**src/rtl/pwr_seq_ctrl.sv**
```systemverilog
// Power/reset sequencer for N downstream channels: ascending power-up gated
// by power-good with timeout, descending orderly power-down, emergency
// all-off with backoff and bounded retries, then lock-out.
module pwr_seq_ctrl #(
  parameter int N          = 4,
  parameter int tSTEP      = 1000000,
  parameter int tPG        = 5000000,
  parameter int tRETRY     = 10000000,
  parameter int MAX_RETRY  = 3,
  parameter int AUTO_START = 0
) (
  input  logic         clk,
  input  logic         rstn,
  input  logic         start,
  input  logic         stop,
  input  logic [N-1:0] ch_pgood,
  output logic [N-1:0] ch_on,
  output logic [N-1:0] ch_off,
  output logic         all_up,
  output logic         busy,
  output logic         fault,
  output logic [2:0]   fault_ch,
  output logic [3:0]   retry_cnt
);

  typedef enum logic [2:0] {
    IDLE, UP_WAIT, UP_GAP, RUN, DOWN, BACKOFF, LOCK
  } state_t;

  localparam logic [2:0]  LAST_CH   = 3'(N - 1);
  localparam logic [31:0] STEP_END  = 32'(tSTEP - 1);
  localparam logic [31:0] PG_END    = 32'(tPG - 1);
  localparam logic [31:0] RETRY_END = 32'(tRETRY - 1);
  localparam logic [3:0]  RETRY_LIM = 4'(MAX_RETRY);

  state_t      state, state_nxt;
  logic [2:0]  idx, idx_nxt;
  logic [31:0] timer, timer_nxt;
  logic [N-1:0] ch_on_nxt, ch_off_nxt;
  logic        fault_nxt;
  logic [2:0]  fault_ch_nxt;
  logic [3:0]  retry_nxt;
  logic        auto_pending;
  logic        start_eff;
  logic        pg_cur;
  logic        pg_fault;
  logic [2:0]  pg_fault_ch;
  logic        fault_evt;
  logic [2:0]  fault_idx;
  logic [N-1:0] mon_mask;
  logic [N-1:0] bad_pg;

  // One-hot channel vector; indices at or beyond N select nothing.
  function automatic logic [N-1:0] onehot(input logic [2:0] i);
    onehot = '0;
    for (int k = 0; k < N; k++) onehot[k] = (3'(k) == i);
  endfunction

  assign start_eff = start | auto_pending;

  // Power-good watchdog: channels already confirmed up must stay up; the
  // lowest failing channel is the one reported.
  always_comb begin
    mon_mask    = '0;
    pg_cur      = 1'b0;
    pg_fault_ch = 3'd0;
    for (int k = 0; k < N; k++) begin
      if (3'(k) == idx) pg_cur = ch_pgood[k];
      unique case (state)
        UP_WAIT: mon_mask[k] = (3'(k) < idx);
        UP_GAP:  mon_mask[k] = (3'(k) <= idx);
        RUN:     mon_mask[k] = 1'b1;
        default: mon_mask[k] = 1'b0;
      endcase
    end
    bad_pg   = mon_mask & ~ch_pgood;
    pg_fault = |bad_pg;
    for (int k = N - 1; k >= 0; k--) begin
      if (bad_pg[k]) pg_fault_ch = 3'(k);
    end
    fault_evt = pg_fault | ((state == UP_WAIT) && !pg_cur && (timer == PG_END));
    fault_idx = pg_fault ? pg_fault_ch : idx;
  end

  // State register plus all datapath registers and registered pulse outputs.
  always_ff @(posedge clk or negedge rstn) begin
    if (!rstn) begin
      state        <= IDLE;
      idx          <= 3'd0;
      timer        <= 32'd0;
      ch_on        <= '0;
      ch_off       <= '0;
      fault        <= 1'b0;
      fault_ch     <= 3'd0;
      retry_cnt    <= 4'd0;
      auto_pending <= (AUTO_START != 0);
    end else begin
      state        <= state_nxt;
      idx          <= idx_nxt;
      timer        <= timer_nxt;
      ch_on        <= ch_on_nxt;
      ch_off       <= ch_off_nxt;
      fault        <= fault_nxt;
      fault_ch     <= fault_ch_nxt;
      retry_cnt    <= retry_nxt;
      auto_pending <= 1'b0;
    end
  end

  // Next-state logic: fault beats stop, stop beats sequence progress.
  always_comb begin
    state_nxt    = state;
    idx_nxt      = idx;
    timer_nxt    = timer;
    ch_on_nxt    = '0;
    ch_off_nxt   = '0;
    fault_nxt    = fault;
    fault_ch_nxt = fault_ch;
    retry_nxt    = retry_cnt;
    unique case (state)
      IDLE, LOCK: begin
        if (start_eff && !stop) begin
          fault_nxt    = 1'b0;
          fault_ch_nxt = 3'd0;
          retry_nxt    = 4'd0;
          idx_nxt      = 3'd0;
          timer_nxt    = 32'd0;
          ch_on_nxt    = onehot(3'd0);
          state_nxt    = UP_WAIT;
        end
      end
      UP_WAIT, UP_GAP, RUN: begin
        if (fault_evt) begin
          fault_nxt    = 1'b1;
          fault_ch_nxt = fault_idx;
          ch_off_nxt   = '1;
          idx_nxt      = 3'd0;
          timer_nxt    = 32'd0;
          state_nxt    = (retry_cnt < RETRY_LIM) ? BACKOFF : LOCK;
        end else if (stop) begin
          ch_off_nxt = onehot(idx);
          timer_nxt  = 32'd0;
          state_nxt  = DOWN;
        end else if (state == UP_WAIT) begin
          timer_nxt = timer + 32'd1;
          if (pg_cur) begin
            timer_nxt = 32'd0;
            if (idx == LAST_CH) begin
              retry_nxt = 4'd0;
              state_nxt = RUN;
            end else begin
              state_nxt = UP_GAP;
            end
          end
        end else if (state == UP_GAP) begin
          timer_nxt = timer + 32'd1;
          if (timer == STEP_END) begin
            idx_nxt   = idx + 3'd1;
            ch_on_nxt = onehot(idx + 3'd1);
            timer_nxt = 32'd0;
            state_nxt = UP_WAIT;
          end
        end
      end
      DOWN: begin
        timer_nxt = timer + 32'd1;
        if (timer == STEP_END) begin
          timer_nxt = 32'd0;
          if (idx == 3'd0) begin
            state_nxt = IDLE;
          end else begin
            idx_nxt    = idx - 3'd1;
            ch_off_nxt = onehot(idx - 3'd1);
          end
        end
      end
      BACKOFF: begin
        timer_nxt = timer + 32'd1;
        if (stop) begin
          timer_nxt = 32'd0;
          state_nxt = IDLE;
        end else if (timer == RETRY_END) begin
          retry_nxt = retry_cnt + 4'd1;
          ch_on_nxt = onehot(3'd0);
          timer_nxt = 32'd0;
          state_nxt = UP_WAIT;
        end
      end
      default: state_nxt = IDLE;
    endcase
  end

  // Status outputs decoded from the registered state.
  always_comb begin
    all_up = (state == RUN);
    busy   = (state == UP_WAIT) || (state == UP_GAP) ||
             (state == DOWN)    || (state == BACKOFF);
  end

endmodule
```
**config.mk**
```make
export PLATFORM = sky130hd
export DESIGN_NAME = pwr_seq_ctrl
export DESIGN_NICKNAME = d
export VERILOG_FILES = /design/src/rtl/pwr_seq_ctrl.sv
export SDC_FILE = /design/constraint.sdc
export NUM_CORES = 1
export LEC_CHECK = 0
export BUFFER_PORTS_ARGS = -buffer_cell sky130_fd_sc_hd__buf_2
export CORE_ASPECT_RATIO = 1.75
export CORE_UTILIZATION = 52
export CTS_CLUSTER_SIZE = 30
export DETAILED_ROUTE_END_ITERATION = 8
export PLACE_DENSITY_LB_ADDON = 0.12
export SLEW_MARGIN = 20
export SYNTH_ARGS = -nofsm -noshare
export SYNTH_HDL_FRONTEND = slang
export SYNTH_SLANG_ARGS = --single-unit
```
**constraint.sdc**
```tcl
create_clock -name clk -period 4.4 [get_ports clk]
set_clock_uncertainty 0.2 [all_clocks]
set_input_delay 0.22 -clock clk [delete_from_list [all_inputs] [get_ports clk]]
set_output_delay 0.22 -clock clk [all_outputs]
set_load 0.01 [all_outputs]
```
## Word-level counts from Yosys, hierarchy flattened

Cells that the tools add are included.

- Add/subtract/negate cells: 4
- Magnitude comparators: 9
- Eq/ne operators: 39
- Multiplexer cells: 74
- Bitwise logic cells: 3
- Reductions and logical operators: 24

Operators with widths:

| operator | number |
|---|---|
| two-way mux 32 bit | 9 |
| case mux 32 bit (4 select lines) | 1 |
| two-way mux 3 bit | 24 |
| two-way mux 4 bit | 17 |
| adder 32 x 1 -> 32 bit, second input constant | 1 |
| == test 32 x 20 -> 1 bit, second input constant | 1 |
| == test 32 x 23 -> 1 bit, second input constant | 1 |
| == test 32 x 24 -> 1 bit, second input constant | 1 |
| inequality test 2 bit, second input constant | 12 |
| case mux 4 bit (3 select lines) | 2 |
| == test 2 x 3 -> 1 bit, first input constant | 6 |
| inequality test 3 bit, second input constant | 5 |
| inequality test 5 bit, second input constant | 3 |
| logical NOT 3 bit | 4 |
| case mux 1 bit (3 select lines) | 4 |
| case mux 3 bit (4 select lines) | 1 |
| two-way mux 1 bit | 10 |
| == test 1 x 3 -> 1 bit, first input constant | 3 |
| == test 3 x 2 -> 1 bit, second input constant | 3 |
| == test 3 bit, second input constant | 3 |
| case mux 3 bit (3 select lines) | 1 |
| AND reduction 9 bit | 1 |
| case mux 4 bit (2 select lines) | 1 |
| AND reduction 8 bit | 1 |
| 26 further kinds | 38 |

- Register bits: 54
- Input bits: 8
- Output and inout port bits: 18
- Logic and storage cells: 161

## Logic depth before layout (Yosys ltp)

- Word-level depth: 11
- Depth in mapped cells: 12

## Least setup slack after synthesis

OpenSTA, ideal clock, no wires.

- Path kind: register -> register
- From: register idx[0]
- To: register state[1]
- Library setup time: 0.128 ns
- Arrival: 2.658 ns
- Data required time: 4.072 ns
- Path slack: 1.415 ns
- Cell stages (with the launch flop): 12
- Path buffers: 2
- Path through: dfrtp_1 buf_2 inv_1 ha_1 nor2b_1 a2111oi_1 nor2_1 a211o_1 buf_6 o21ai_4 nor2_1 mux2_1

- Longest elaborated chain between the ends: 11
- Elaborated cells on any way between the ends: 33
- Classes of those cells: order compare: 8; eq/ne: 7; mux: 10; bitwise: 2; reduce/logical: 6

RTL lines:

| element | line | source |
|---|---|---|
| from (decl) | 37 | `logic [2:0] idx, idx_nxt;` |
| from (signal assigned) | 99 | `idx <= idx_nxt;` |
| branches (longest 11 deep; another with <= comparator 1 x 3 -> 1 bit) | - |  |
| to (signal assigned) | 98 | `state <= state_nxt;` |
| to (decl) | 36 | `state_t state, state_nxt;` |

Parallel ways; which one is timed is not known.
A chain may end at the register's enable or synchronous reset.

## Final worst setup path

- From: register idx[1]
- To: register timer[26]

- Longest elaborated chain between the ends: 11
- Elaborated cells on any way between the ends: 33
- Classes of those cells: order compare: 8; eq/ne: 4; mux: 13; bitwise: 2; reduce/logical: 6

RTL lines:

| element | line | source |
|---|---|---|
| branches (longest 11 deep; another with <= comparator 1 x 3 -> 1 bit) | - |  |
| to (signal assigned) | 100 | `timer <= timer_nxt;` |
| to (decl) | 38 | `logic [31:0] timer, timer_nxt;` |

Parallel ways; which one is timed is not known.

==> qor.json <==
{
  "gr-total-overflow": 0,
  "clock_power_share_pct": 16.2,
  "cts_root_buf": "sky130_fd_sc_hd__clkbuf_16",
  "ff2ff_path_depth": 9,
  "detailedRoute.firstIterationViolations": 279,
  "netSwitchingPower_mw": 1.15,
  "place_hpwl_um": 7400,
  "synth_area_per_cell_um2": 8.24,
  "postRouteWirelength_um": 10200,
  "gr-usage-all-layers_pct": 29.0,
  "ys_warn_count": 0,
  "drtPass1Iterations": 4,
  "combinationalPowerShare_pct": 54.6,
  "synth_cell_type_count": 66,
  "cp_max_fo": 26,
  "run_status": "finished clean",
  "remaining_drc_errors": 0,
  "timing.final.setup_violations": 0,
  "clkSlewWorstSetupHoldPaths_ns": 0.07,
  "fin_tns_setup_ns": 0,
  "flow.area_growth_from_synthesis_pct": 8.26,
  "floorplan.rows": 40,
  "num_antenna_cells": 0,
  "critical_path.startpoint_type": "flip-flop",
  "antenna_left": 0,
  "clock_sink_count": 54,
  "drive_above_1_share_pct": 10.9,
  "post-route-min-period_ns": 3.73,
  "gp_congestion": 0.956,
  "final_net_count": 488,
  "source_to_sink_clock_delay_at_the_later_pin_of_the_worst_skew_pair_ns": 0.30,
  "postCtsSetupRepairBufs": 0,
  "die_height_um": 114,
  "worst-setup-path-type": "flip-flop to flip-flop",
  "drv_cap": 0,
  "routed_via_density": 6.25,
  "synth.area.top_cells": "sky130_fd_sc_hd__dfrtp_1 (36%), sky130_fd_sc_hd__nand2_1 (8.6%), sky130_fd_sc_hd__o221ai_1 (4.9%), sky130_fd_sc_hd__nor2_1 (4.1%), sky130_fd_sc_hd__and2_1 (4.0%)",
  "synth_top_cell_area_share_pct": 36.1,
  "max-clock-path-buffers": 2,
  "p_int_mw": 1.22,
  "area_enclosed_by_the_die_boundary_um2": 7550,
  "number_of_enable_type_register_cells_in_the_synthesized_netlist": 0,
  "mappedNetlistNets": 473,
  "wl_per_cell_um": 18.4,
  "cts_buffers": 5,
  "cts_resized": 0,
  "timing.critical_path.required_ns": 4.36,
  "vdd_drop_max_mv": 0.258,
  "mappedNetlistArea_um2": 3740,
  "route.vias.total": 3456,
  "num-fill-cells": 650,
  "whs_path_depth": 3,
  "htree_levels": 2,
  "grt_max_degree": 55,
  "fp.dieW_um": 66.1,
  "powerDensity_nw_per_um2": 584,
  "postSynth.topFlopCell": "sky130_fd_sc_hd__dfrtp_1",
  "netlist.top_cell.by_area": "sky130_fd_sc_hd__dfrtp_1",
  "fmaxAchievable_mhz": 268,
  "synth_cells": 454,
  "slew_violations": 0,
  "ios": 26,
  "core_region_area_um2": 6910,
  "final-hold-violation-count": 0,
  "first_global_vias": 3378,
  "synth-async-reset-ratio_pct": 100,
  "power.total_mw": 2.37,
  "synth_seq_area_share_pct": 36.1,
  "antenna_found_initial": 0,
  "power.static_leakage_nw": 1.83,
  "postSynthRegisterBits": 54,
  "power.share.switching_pct": 48.5,
  "rsz0062_at_grt": "false",
  "seq_power_share_pct": 29.2,
  "hp-class": "primary input to flip-flop",
  "start_util_pct": 54.2,
  "max_slew.worst_pin.slew_ns": 1.02,
  "clock_tree_from_tritoncts": "done",
  "min_period_over_period_pct": 84.7,
  "grt_pass1_wl_um": 16500,
  "buffer_ports.inserted": 25,
  "worstPathArrival_ns": 3.69,
  "slew_headroom_pct": 32.0,
  "critPathCaptureType": "flip-flop"
}
-- cell usage in the layout, fill, tap and decap left out, drive strengths merged, types with 3 or more instances in the layout --
cell type / instances
buf: 33
nor4b: 3
or3: 3
dfrtp: 54
nor4: 6
ha: 11
a211oi: 3
xor2: 5
nor3: 14
inv: 9
o221ai: 21
o211ai: 5
or2: 4
xnor2: 3
nand3: 18
and3: 7
o41ai: 3
o31ai: 3
nor2: 41
nand2: 86
a21oi: 8
nor3b: 3
o21ai: 26
and4: 5
o21bai: 3
nor2b: 7
nand4: 10
o2bb2ai: 5
and2: 24
nand2b: 8
clkbuf: 7
-- cell families (layout without fill, tap and decap cells) --
logic type	Yosys count	count (layout)	synth area share (%)
compound gates	97	97	19.5
xor+xnor	8	8	1.87
fa+ha+maj	11	11	3.68
buf+inv	35	50	4.45
flops	54	54	36.1
mux	4	4	1.14
simple gates	245	245	33.2
-- registers in the layout (all words and copies together) (netlist names) --
signal     count
fault_ch       3
state          3
ch_off         4
ch_on          4
timer         32
idx            3
fault          1
retry_cnt      4
-- metrics by stage --
stage	setup WS [ns]	instances	area (um2)	hold slack, ns	util [%]
2_1_floorplan	1.41	454	3740	-0.276	-
3_3_place_gp	0.782	545	3910	0.190	56.6
3_5_place_dp	0.726	545	3910	0.199	56.6
4_1_cts	0.721	553	4050	0.136	58.7
5_1_grt	0.407	553	4050	0.162	58.7
6_report	0.672	553	4050	0.134	58.7
-- power by group through the flow --
| stage | sequential [mW] | combinational [mW] | clock, mW |
|---|---|---|---|
| finish | 0.691 | 1.29 | 0.383 |
| global placement | 0.700 | 1.27 | 0 |
| CTS | 0.690 | 1.28 | 0.391 |
| detailed placement | 0.699 | 1.27 | 0 |
| floorplan | 0.653 | 0.975 | 0 |
| global route | 0.701 | 1.41 | 0.409 |
-- synth_stat cells (3+ instances only) --
cell and count:
sky130_fd_sc_hd__xnor2_1 3, sky130_fd_sc_hd__nor4_1 6, sky130_fd_sc_hd__nor2b_1 7, sky130_fd_sc_hd__o41ai_1 3, sky130_fd_sc_hd__o211ai_1 5, sky130_fd_sc_hd__dfrtp_1 54
sky130_fd_sc_hd__and2_1 24, sky130_fd_sc_hd__buf_2 13, sky130_fd_sc_hd__o2bb2ai_1 5, sky130_fd_sc_hd__and4_1 5, sky130_fd_sc_hd__inv_1 9, sky130_fd_sc_hd__o221ai_1 21
sky130_fd_sc_hd__or2_2 3, sky130_fd_sc_hd__and3_1 7, sky130_fd_sc_hd__nand4_1 10, sky130_fd_sc_hd__nor3_1 14, sky130_fd_sc_hd__clkbuf_1 9, sky130_fd_sc_hd__nor3b_1 3
sky130_fd_sc_hd__xor2_1 5, sky130_fd_sc_hd__nand3_1 18, sky130_fd_sc_hd__ha_1 11, sky130_fd_sc_hd__o21ai_0 22, sky130_fd_sc_hd__nor2_1 41, sky130_fd_sc_hd__nand2_1 86
sky130_fd_sc_hd__a21oi_1 8, sky130_fd_sc_hd__nand2b_1 8
-- metal layers --
layer	up-vias	GRT usage (%)	routed length, um
met1	1655	31.2	3830
met4	0	17.0	526
met2	102	51.9	5500
met5	-	0	0
li1	1663	-	-
met3	36	4.18	316
-- worst max-delay path, stage by stage, from the launching register on --
cell,delay [ns]
sky130_fd_sc_hd__dfrtp_1,0.58
sky130_fd_sc_hd__inv_1,0.20
sky130_fd_sc_hd__ha_1,0.30
sky130_fd_sc_hd__nand3b_1,0.18
sky130_fd_sc_hd__a2111oi_1,0.51
sky130_fd_sc_hd__nor2_1,0.16
sky130_fd_sc_hd__a211o_1,0.36
sky130_fd_sc_hd__o31a_1,0.64
sky130_fd_sc_hd__o21ai_2,0.31
sky130_fd_sc_hd__o21ai_0,0.15
-- path summary, 6_finish.rpt --
check / slack (ns) / startpoint / end
setup reg to reg: 0.67 / idx[1] / timer[26]
hold reg to reg: 0.29 / fault / fault
setup / recovery: 0.67 / idx[1] / timer[26]
hold / removal: 0.13 / ch_pgood[0] / fault_ch[0]
min in group asynchronous: 0.38 / rstn / retry_cnt[3]
max in group asynchronous: 3.14 / rstn / timer[14]
-- layout make-up --
class | instances | area, um2 | area share [%]
Multi-Input combinational cell | 365 | 2230 | 55.1
Timing Repair Buffer | 34 | 195 | 4.82
Tap cell | 84 | 105 | 2.59
Clock buffer | 7 | 133 | 3.27
Sequential cell | 54 | 1350 | 33.4
Inverter | 9 | 33.8 | 0.834
-- timing repair --
item,in CTS,in global routing
hold endpoints to repair,54,0
setup endpoints to repair,0,0
hold buffers,1,0
Power figures use the tool's default switching activity.
